--- config.mk ---
export PLATFORM = sky130hd
export DESIGN_NAME = usb_tx_serializer
export DESIGN_NICKNAME = d
export VERILOG_FILES = /design/src/rtl/usb_pkg.sv /design/src/rtl/usb_nrzi_enc.sv /design/src/rtl/usb_tx_serializer.sv
export SDC_FILE = /design/constraint.sdc
export NUM_CORES = 1
export LEC_CHECK = 0
export ABC_AREA = 1
export CAP_MARGIN = 20
export CORE_AREA = 10 10 146 148
export DETAILED_ROUTE_END_ITERATION = 6
export DIE_AREA = 0 0 156 158
export PLACE_DENSITY_LB_ADDON = 0.15
export SYNTH_ARGS = -nofsm -noshare
export SYNTH_HDL_FRONTEND = slang
export SYNTH_HIERARCHICAL = 1
export SYNTH_SLANG_ARGS = --single-unit
--- constraint.sdc ---
create_clock -name clk -period 3 [get_ports clk]
set_input_delay 0.3 -clock clk [delete_from_list [all_inputs] [get_ports clk]]
set_output_delay 0.3 -clock clk [all_outputs]
set_load 0.01 [all_outputs]
--- src/rtl/usb_pkg.sv ---
// Shared types and constants for the USB transmit path.
// Line states are {dp,dm}.
package usb_pkg;

    typedef enum logic [2:0] {
        IDLE,
        SYNC,
        DATA,
        STUFF,
        EOP_SE0,
        EOP_J
    } tx_state_t;

    // bit 0 goes on the wire first
    localparam logic [7:0] SYNC_PATTERN = 8'b1000_0000;

    localparam logic [1:0] J   = 2'b10;
    localparam logic [1:0] K   = 2'b01;
    localparam logic [1:0] SE0 = 2'b00;

endpackage

--- src/rtl/usb_nrzi_enc.sv ---
// NRZI line-state register: a 0 toggles J/K, a 1 holds; se0 forces SE0.
// With neither en nor se0 the line parks at J, so every packet starts from J.
module usb_nrzi_enc
    import usb_pkg::*;
(
    input  logic clk,
    input  logic rst_b,
    input  logic en,
    input  logic bit_in,
    input  logic se0,
    output logic dp,
    output logic dm
);

    logic [1:0] line_q;
    logic [1:0] line_d;

    always_comb begin
        line_d = J;
        if (se0) begin
            line_d = SE0;
        end else if (en) begin
            line_d = bit_in ? line_q : ((line_q == J) ? K : J);
        end
    end

    always_ff @(posedge clk or negedge rst_b) begin
        if (!rst_b) begin
            line_q <= J;
        end else begin
            line_q <= line_d;
        end
    end

    assign dp = line_q[1];
    assign dm = line_q[0];

endmodule

--- src/rtl/usb_tx_serializer.sv ---
// USB packet transmitter: SYNC, bit-stuffed body, EOP.
// The line is registered in usb_nrzi_enc, so it shows each bit one cycle after the FSM emits it.
module usb_tx_serializer
    import usb_pkg::*;
#(
    parameter int MAX_BITS  = 99,
    parameter int STUFF_RUN = 6,
    parameter int LEN_W     = $clog2(MAX_BITS + 1)
) (
    input  logic                clk,
    input  logic                rst_b,
    input  logic [MAX_BITS-1:0] pkt_in,
    input  logic [LEN_W-1:0]    pkt_len,
    input  logic                pkt_in_avail,
    output logic                encoder_ready,
    output logic                re,
    output logic                dp_w,
    output logic                dm_w,
    output logic                pkt_done
);

    localparam int                ONES_W  = $clog2(STUFF_RUN + 1);
    localparam logic [LEN_W-1:0]  MAX_LEN = LEN_W'(MAX_BITS);
    localparam logic [ONES_W-1:0] RUN_LEN = ONES_W'(STUFF_RUN);

    tx_state_t           state;
    tx_state_t           state_d;
    logic [MAX_BITS-1:0] body_q;
    logic [LEN_W-1:0]    left_q;
    logic [ONES_W-1:0]   ones_q;
    logic [ONES_W-1:0]   ones_inc;
    logic [2:0]          phase_q;
    logic                done_q;
    logic                take;
    logic                tx_en;
    logic                tx_bit;
    logic                run_full;
    logic                line_se0;

    assign ones_inc = ones_q + 1'b1;
    assign run_full = tx_en && tx_bit && (ones_inc == RUN_LEN);

    always_comb begin
        state_d       = state;
        take          = 1'b0;
        tx_en         = 1'b0;
        tx_bit        = 1'b1;
        line_se0      = 1'b0;
        encoder_ready = 1'b0;
        re            = 1'b1;
        case (state)
            IDLE: begin
                encoder_ready = 1'b1;
                re            = 1'b0;
                if (pkt_in_avail) begin
                    take    = 1'b1;
                    state_d = SYNC;
                end
            end
            SYNC: begin
                tx_en  = 1'b1;
                tx_bit = SYNC_PATTERN[phase_q];
                if (phase_q == 3'd7) begin
                    if (run_full)                state_d = STUFF;
                    else if (left_q == '0)       state_d = EOP_SE0;
                    else                         state_d = DATA;
                end
            end
            DATA: begin
                tx_en  = 1'b1;
                tx_bit = body_q[0];
                if (run_full)                    state_d = STUFF;
                else if (left_q == LEN_W'(1))    state_d = EOP_SE0;
            end
            STUFF: begin
                tx_en   = 1'b1;
                tx_bit  = 1'b0;
                state_d = (left_q == '0) ? EOP_SE0 : DATA;
            end
            EOP_SE0: begin
                line_se0 = 1'b1;
                if (phase_q == 3'd1) state_d = EOP_J;
            end
            EOP_J: begin
                state_d = IDLE;
            end
            default: begin
                state_d = IDLE;
            end
        endcase
    end

    always_ff @(posedge clk or negedge rst_b) begin
        if (!rst_b) begin
            state <= IDLE;
        end else begin
            state <= state_d;
        end
    end

    // Body advances only in DATA; STUFF inserts a 0 without consuming a body bit.
    always_ff @(posedge clk or negedge rst_b) begin
        if (!rst_b) begin
            body_q  <= '0;
            left_q  <= '0;
            ones_q  <= '0;
            phase_q <= '0;
            done_q  <= 1'b0;
        end else begin
            done_q <= (state == EOP_J);
            if (state == SYNC || state == EOP_SE0) begin
                phase_q <= phase_q + 1'b1;
            end else begin
                phase_q <= '0;
            end
            if (take) begin
                body_q <= pkt_in;
                left_q <= (pkt_len > MAX_LEN) ? MAX_LEN : pkt_len;
                ones_q <= '0;
            end else if (tx_en) begin
                ones_q <= tx_bit ? ones_inc : '0;
                if (state == DATA) begin
                    body_q <= body_q >> 1;
                    left_q <= left_q - 1'b1;
                end
            end
        end
    end

    assign pkt_done = done_q;

    usb_nrzi_enc u_nrzi (
        .clk    (clk),
        .rst_b  (rst_b),
        .en     (tx_en),
        .bit_in (tx_bit),
        .se0    (line_se0),
        .dp     (dp_w),
        .dm     (dm_w)
    );

endmodule

# == Yosys cells after proc, flatten, opt, wreduce, memory -nomap -nowiden ==
# Memory sizes are Yosys's and may differ from the RTL's.
# Index checks and enable logic that the tools add are counted.
# totals
ff_bits,118
mem_bits_ro,8
input_bits,109
wordCells,69
memories,1
# classes
addsub,3
n_lt_le_gt_ge,2
eq_ne,15
mux,31
n_reduce_logical,10
# memory_table
name,depth,word_bits,rd,rd_ports_with_merged_regs,write_ports,line,rtl
(name not given),8,1,1,0,0,usb_tx_serializer.sv:62,tx_bit = SYNC_PATTERN[phase_q];
# ops
operator,n
$mux 99,3
$mux 3,11
$mux 7,4
$pmux 3 s5,1
$eq 3x3->1 const B,4
$mux 2,4
$eq 7x1->1 const B,1
$gt 7x7->1 const B,1
$logic_not 7->1,1
$mux 1,7
$sub 7x1->7 const B,1
$add 3x1->3 const B,2
$eq 3x1->1 const B,2
$eq 3x2->1 const B,2
$ne 2x2->1 const B,3
$lt 3x4->1 const B,1
$reduce_and 4->1,1
$reduce_bool 2->1,2
$logic_not 3->1,1
$ne 3x2->1 const B,1
$ne 3x3->1 const B,1
$pmux 1 s3,1
$reduce_or 3->1,1
$eq 2x2->1 const B,1
3 further kinds,4

# == Longest topological paths before layout ==
# logic_depth
word_depth,8
depth_mapped,11

# == Modules after synthesis ==
# Netlist, hierarchy kept.
# modules_own_cells
mod,n_inst,cells_per_inst,area_each_um2
usb_tx_serializer,1,601,5351.4
usb_nrzi_enc,1,14,103.8

# == Worst setup path after synthesis ==
# OpenSTA, ideal clock, no wires.
# synth_path
path_kind,register to register
startpoint,register phase_q[0]
endpoint,register state[1]
arrival_ps,1353
path_slack_ps,1530
stages_incl_launch_ff,11
synth_period_minus_slack_ps,1470
path_cell_list,dfrtp_1 > ha_1 > ha_1 > nand4_1 > nand2_1 > nand2_1 > nand3_1 > nand2_1 > inv_1 > nand2_1 > nand2_1
# synth_between
elab_chain_len,8
elab_cells_between_ends,15
# synth_lines
item,line,rtl
start: declaration,usb_tx_serializer.sv:32,logic [2:0] phase_q;
start signal: assignment,usb_tx_serializer.sv:112,phase_q <= phase_q + 1'b1;
$mem_v2 8x1,--,
$mux 1 (implied by the code),usb_tx_serializer.sv:62,
$pmux 1 s3,usb_tx_serializer.sv:51,case (state)
$logic_and 1x1->1 (2 in a row),usb_tx_serializer.sv:41,assign run_full = tx_en && tx_bit && (ones_inc == RUN_LEN);
$mux 3,usb_tx_serializer.sv:64,if (run_full) state_d = STUFF;
$mux 3,usb_tx_serializer.sv:63,if (phase_q == 3'd7) begin
$pmux 3 s5,usb_tx_serializer.sv:51,
end signal: assignment,usb_tx_serializer.sv:97,state <= state_d;
end: declaration,usb_tx_serializer.sv:26,tx_state_t state;
# Several ways; a longest one is shown, not always the timed one. The select of a mux whose other input is x is not followed.
# A chain may end at the register's enable or synchronous reset.

# == Worst setup path in the final report ==
# layout_path
startpoint,register state[0]
endpoint,register body_q[0]
# layout_between
elab_chain_len,5
elab_cells_between_ends,11
# layout_lines
item,line,rtl
"$eq 3x1->1, or another cell as far along",usb_tx_serializer.sv:51,
$reduce_or 3->1 (no line),--,
$mux 1,usb_tx_serializer.sv:51,
$reduce_bool 2->1 (no line),--,
$reduce_and 2->1 (no line),--,
end signal: assignment,usb_tx_serializer.sv:117,body_q <= pkt_in;
end signal: assignment,usb_tx_serializer.sv:123,body_q <= body_q >> 1;
end: declaration,usb_tx_serializer.sv:28,logic [MAX_BITS-1:0] body_q;
# Several ways; a longest one is shown, not always the timed one.

==> results.cfg <==
[synthesis]
seq_area_frac_synth_pct = 54.2
avgSynthCellArea_um2 = 8.87
syn_inst = 615
yosys.area_share.adder_pct = 1.61
synth_area_um2 = 5460
yosys.area_share.simple_pct = 18.4
syn_nets = 731
synth_xor_area_share_pct = 0.161
synth_top_family_by_area = simple AND/OR/NAND/NOR gates
ys_warn_count = 6
synth-compound-area-share_pct = 15.0
ys_ff_latch = 118
synth_mux_area_share_pct = 0
ys_types = 30

[timing]
fin_setup_tns_ns = 0
fin_crit_ns = 2.24
fmax_mhz = 446
rsz0062_at_grt = no
slew-limit-headroom_pct = 45.9
period_share_pct = 74.8
skew_ns = 0.00877
slew_viol_final = 0
setup_viol = 0
max_slew.worst_pin.slew_ns = 0.812
hold_violations = 0

[routing]
drtIter0Drc = 196
avgViaCountPerCell = 4.70
drt-wirelength-per-cell_um = 14.7
vias = 4558
route.detailed.drc = 0
routed_wl_mm = 14.3
final_antenna_net_count = 0
detail_route.first_pass.iterations = 5

[clocking]
cts_root_buffer = clkbuf_16
cts_inserted_buffers = 17
cts.repair.resized = 0
clk_pin_slew_worst_paths_ns = 0.06
clk_latency_ns = 0.41
cts_max_level = 4
clockBufferDepth = 2
numClockSinks = 118
ctsHoldBuffers = 1
post_cts_buffers = 0
cts_tree = done

[floorplanning]
rows = 50
start_util_pct = 29.6
die_x_um = 156
core_um2 = 18500
ios = 114
dieArea_um2 = 24600
fp.dieH_um = 158

[min_path]
hp-class = in -> async

[power_and_ir_drop]
peakVddDrop_mv = 0.440
power_uw = 7360
power_density_nw_per_um2 = 993
leakage_uw = 0.00336

[final_layout]
nNetsFinal = 838
stdcell_count = 970
final_area_um2 = 7410
drive_gt1_share_pct = 6.53
area_growth_pct = 35.8

[critical_path]
rr_startpoint = state[0]$_DFFE_PN0P_
slowest_stage = nand2_2
end_kind = register
reg2reg_slack_ns = 0.76
path_cells = inv_2 -> nand2_1 -> nor2_2 -> nand2_4 -> nand2_2 -> inv_2 -> nand2_1 -> o211ai_1
r2r-end = body_q[0]$_DFFE_PN0P_
worst-setup-path-type = reg -> reg
critPathRequiredTime_ns = 3.26
crit_path_start_kind = register
crit_path_max_incr_delay_ns = 0.59
cp.arrival_ns = 2.50
rr_worst_depth = 8
cp_max_fo = 33

[job]
maxCapViolCount = 0

[grt]
overflow = 0
antenna_found_initial = 2
grt_usage_pct = 12.1
grt_pass1_vias = 4822
grt_max_degree = 91
grt_pass1_wl_mm = 23.9

[placed_design]
io_buffers = 113
hpwl_mm = 9.86
place_area_um2 = 6790
gp_congestion = 0.802
placed_cells = 936

[outcome]
status = finished, final reports clean
-- through the flow --
stage,utilization (%),setup slack (ns),hold slack [ns]
floorplan,-,1.53,0.00441
global placement,36.8,0.680,0.258
detailed placement,36.8,0.647,0.272
CTS,40.1,0.705,0.373
global route,40.1,0.497,0.403
finish,40.2,0.756,0.364
-- worst max-delay path, delay by kind of cell (launching register included) --
family                 cells  cell delay, ns
AOI/OAI and AO/OA          1            0.09
and+or+nand+nor            5            1.08
DFF                        1            0.44
buffers and inverters      2            0.48
-- cell families (layout without fill, tap and decap cells) --
logic type,after synthesis,in the layout
AO/OA/AOI/OAI,102,102
XOR/XNOR,1,1
adder cells (fa/ha/maj),7,7
buffers and inverters,141,261
flip-flops,118,118
other,0,1
AND/OR/NAND/NOR,246,246
-- synthesized netlist by cell type --
master	count	area share (%)
o31ai_1	1	0.14
o221ai_1	73	12
o211ai_1	6	0.83
buf_4	7	0.96
clkbuf_1	7	0.48
a211oi_1	1	0.14
dfstp_2	1	0.48
o21bai_1	1	0.14
dfrtp_1	117	54
a21oi_1	8	0.73
a31oi_1	1	0.11
nor3_4	1	0.30
xor2_1	1	0.16
nor2_2	1	0.11
buf_6	1	0.21
o22ai_1	3	0.34
nand2_4	1	0.21
o21ai_0	4	0.37
nand2_2	1	0.11
inv_2	5	0.34
inv_1	103	7.1
o21ai_1	3	0.28
a32oi_1	1	0.16
nor3_1	3	0.28
ha_1	7	1.6
buf_2	18	1.7
nand3_1	33	3.0
nor2_1	18	1.2
nand4_1	4	0.46
nand2_1	184	13
-- registers in the layout, summed over array words and instances, names as in the netlist --
signal and count:
pkt_done 1, ones_q 3, left_q 7, body_q 99
state 3, phase_q 3, u_nrzi/line_q 2
-- per-layer routing --
metal | wire length [µm] | part of all wire, % | global-route usage (%)
met5 | 13 | 0.091 | 0
met1 | 6760 | 47 | 15.5
met2 | 6270 | 44 | 17.7
met3 | 1090 | 7.7 | 5.40
met4 | 129 | 0.90 | 3.82
-- layout make-up --
type	instances	area, µm²
multi-input cells	356	1920
fillers	1864	11000
repair buffers	121	1230
well taps	234	293
clock buffers	23	488
diodes	1	2.50
flip-flops and latches	118	2950
inverters	108	407
clock inverters	9	123
-- report_power, final --
group          switching [µW]  internal [µW]
clock network             696           1390
logic                    1610           1030
registers                 277           2360
-- how the worst max path moves through the flow --
stage / startpoint / endpoint / slack [ns] / cells past startpoint
after detailed placement: pkt_in_avail / body_q[0]$_DFFE_PN0P_ / 0.65 / 6
after floorplan: phase_q[0]$_DFF_PN0_ / state[1]$_DFFE_PN0P_ / 1.53 / 10
after global routing: state[0]$_DFFE_PN0P_ / body_q[0]$_DFFE_PN0P_ / 0.50 / 8
final: state[0]$_DFFE_PN0P_ / body_q[0]$_DFFE_PN0P_ / 0.76 / 8
after CTS: state[0]$_DFFE_PN0P_ / body_q[0]$_DFFE_PN0P_ / 0.71 / 8
after global placement: pkt_in_avail / body_q[24]$_DFFE_PN0P_ / 0.68 / 6
-- layout by cell type, fill, tap and decap left out, types with 2 or more instances in the layout --
cell             count
buf_4                5
inv_2                4
nand4_1              4
bufinv_16            3
o21ai_0              4
clkinv_2             6
a21oi_1              8
clkbuf_8             4
inv_1              103
ha_1                 7
nand3_1             33
clkbuf_16           17
o22ai_1              3
nor2_1              18
o221ai_1            73
dfrtp_1            117
clkbuf_1             2
nand2_1            184
buf_12               3
o211ai_1             6
o21ai_1              3
nor3_1               3
clkdlybuf4s50_1    112
No activity file was read; power rests on OpenSTA's default activity.
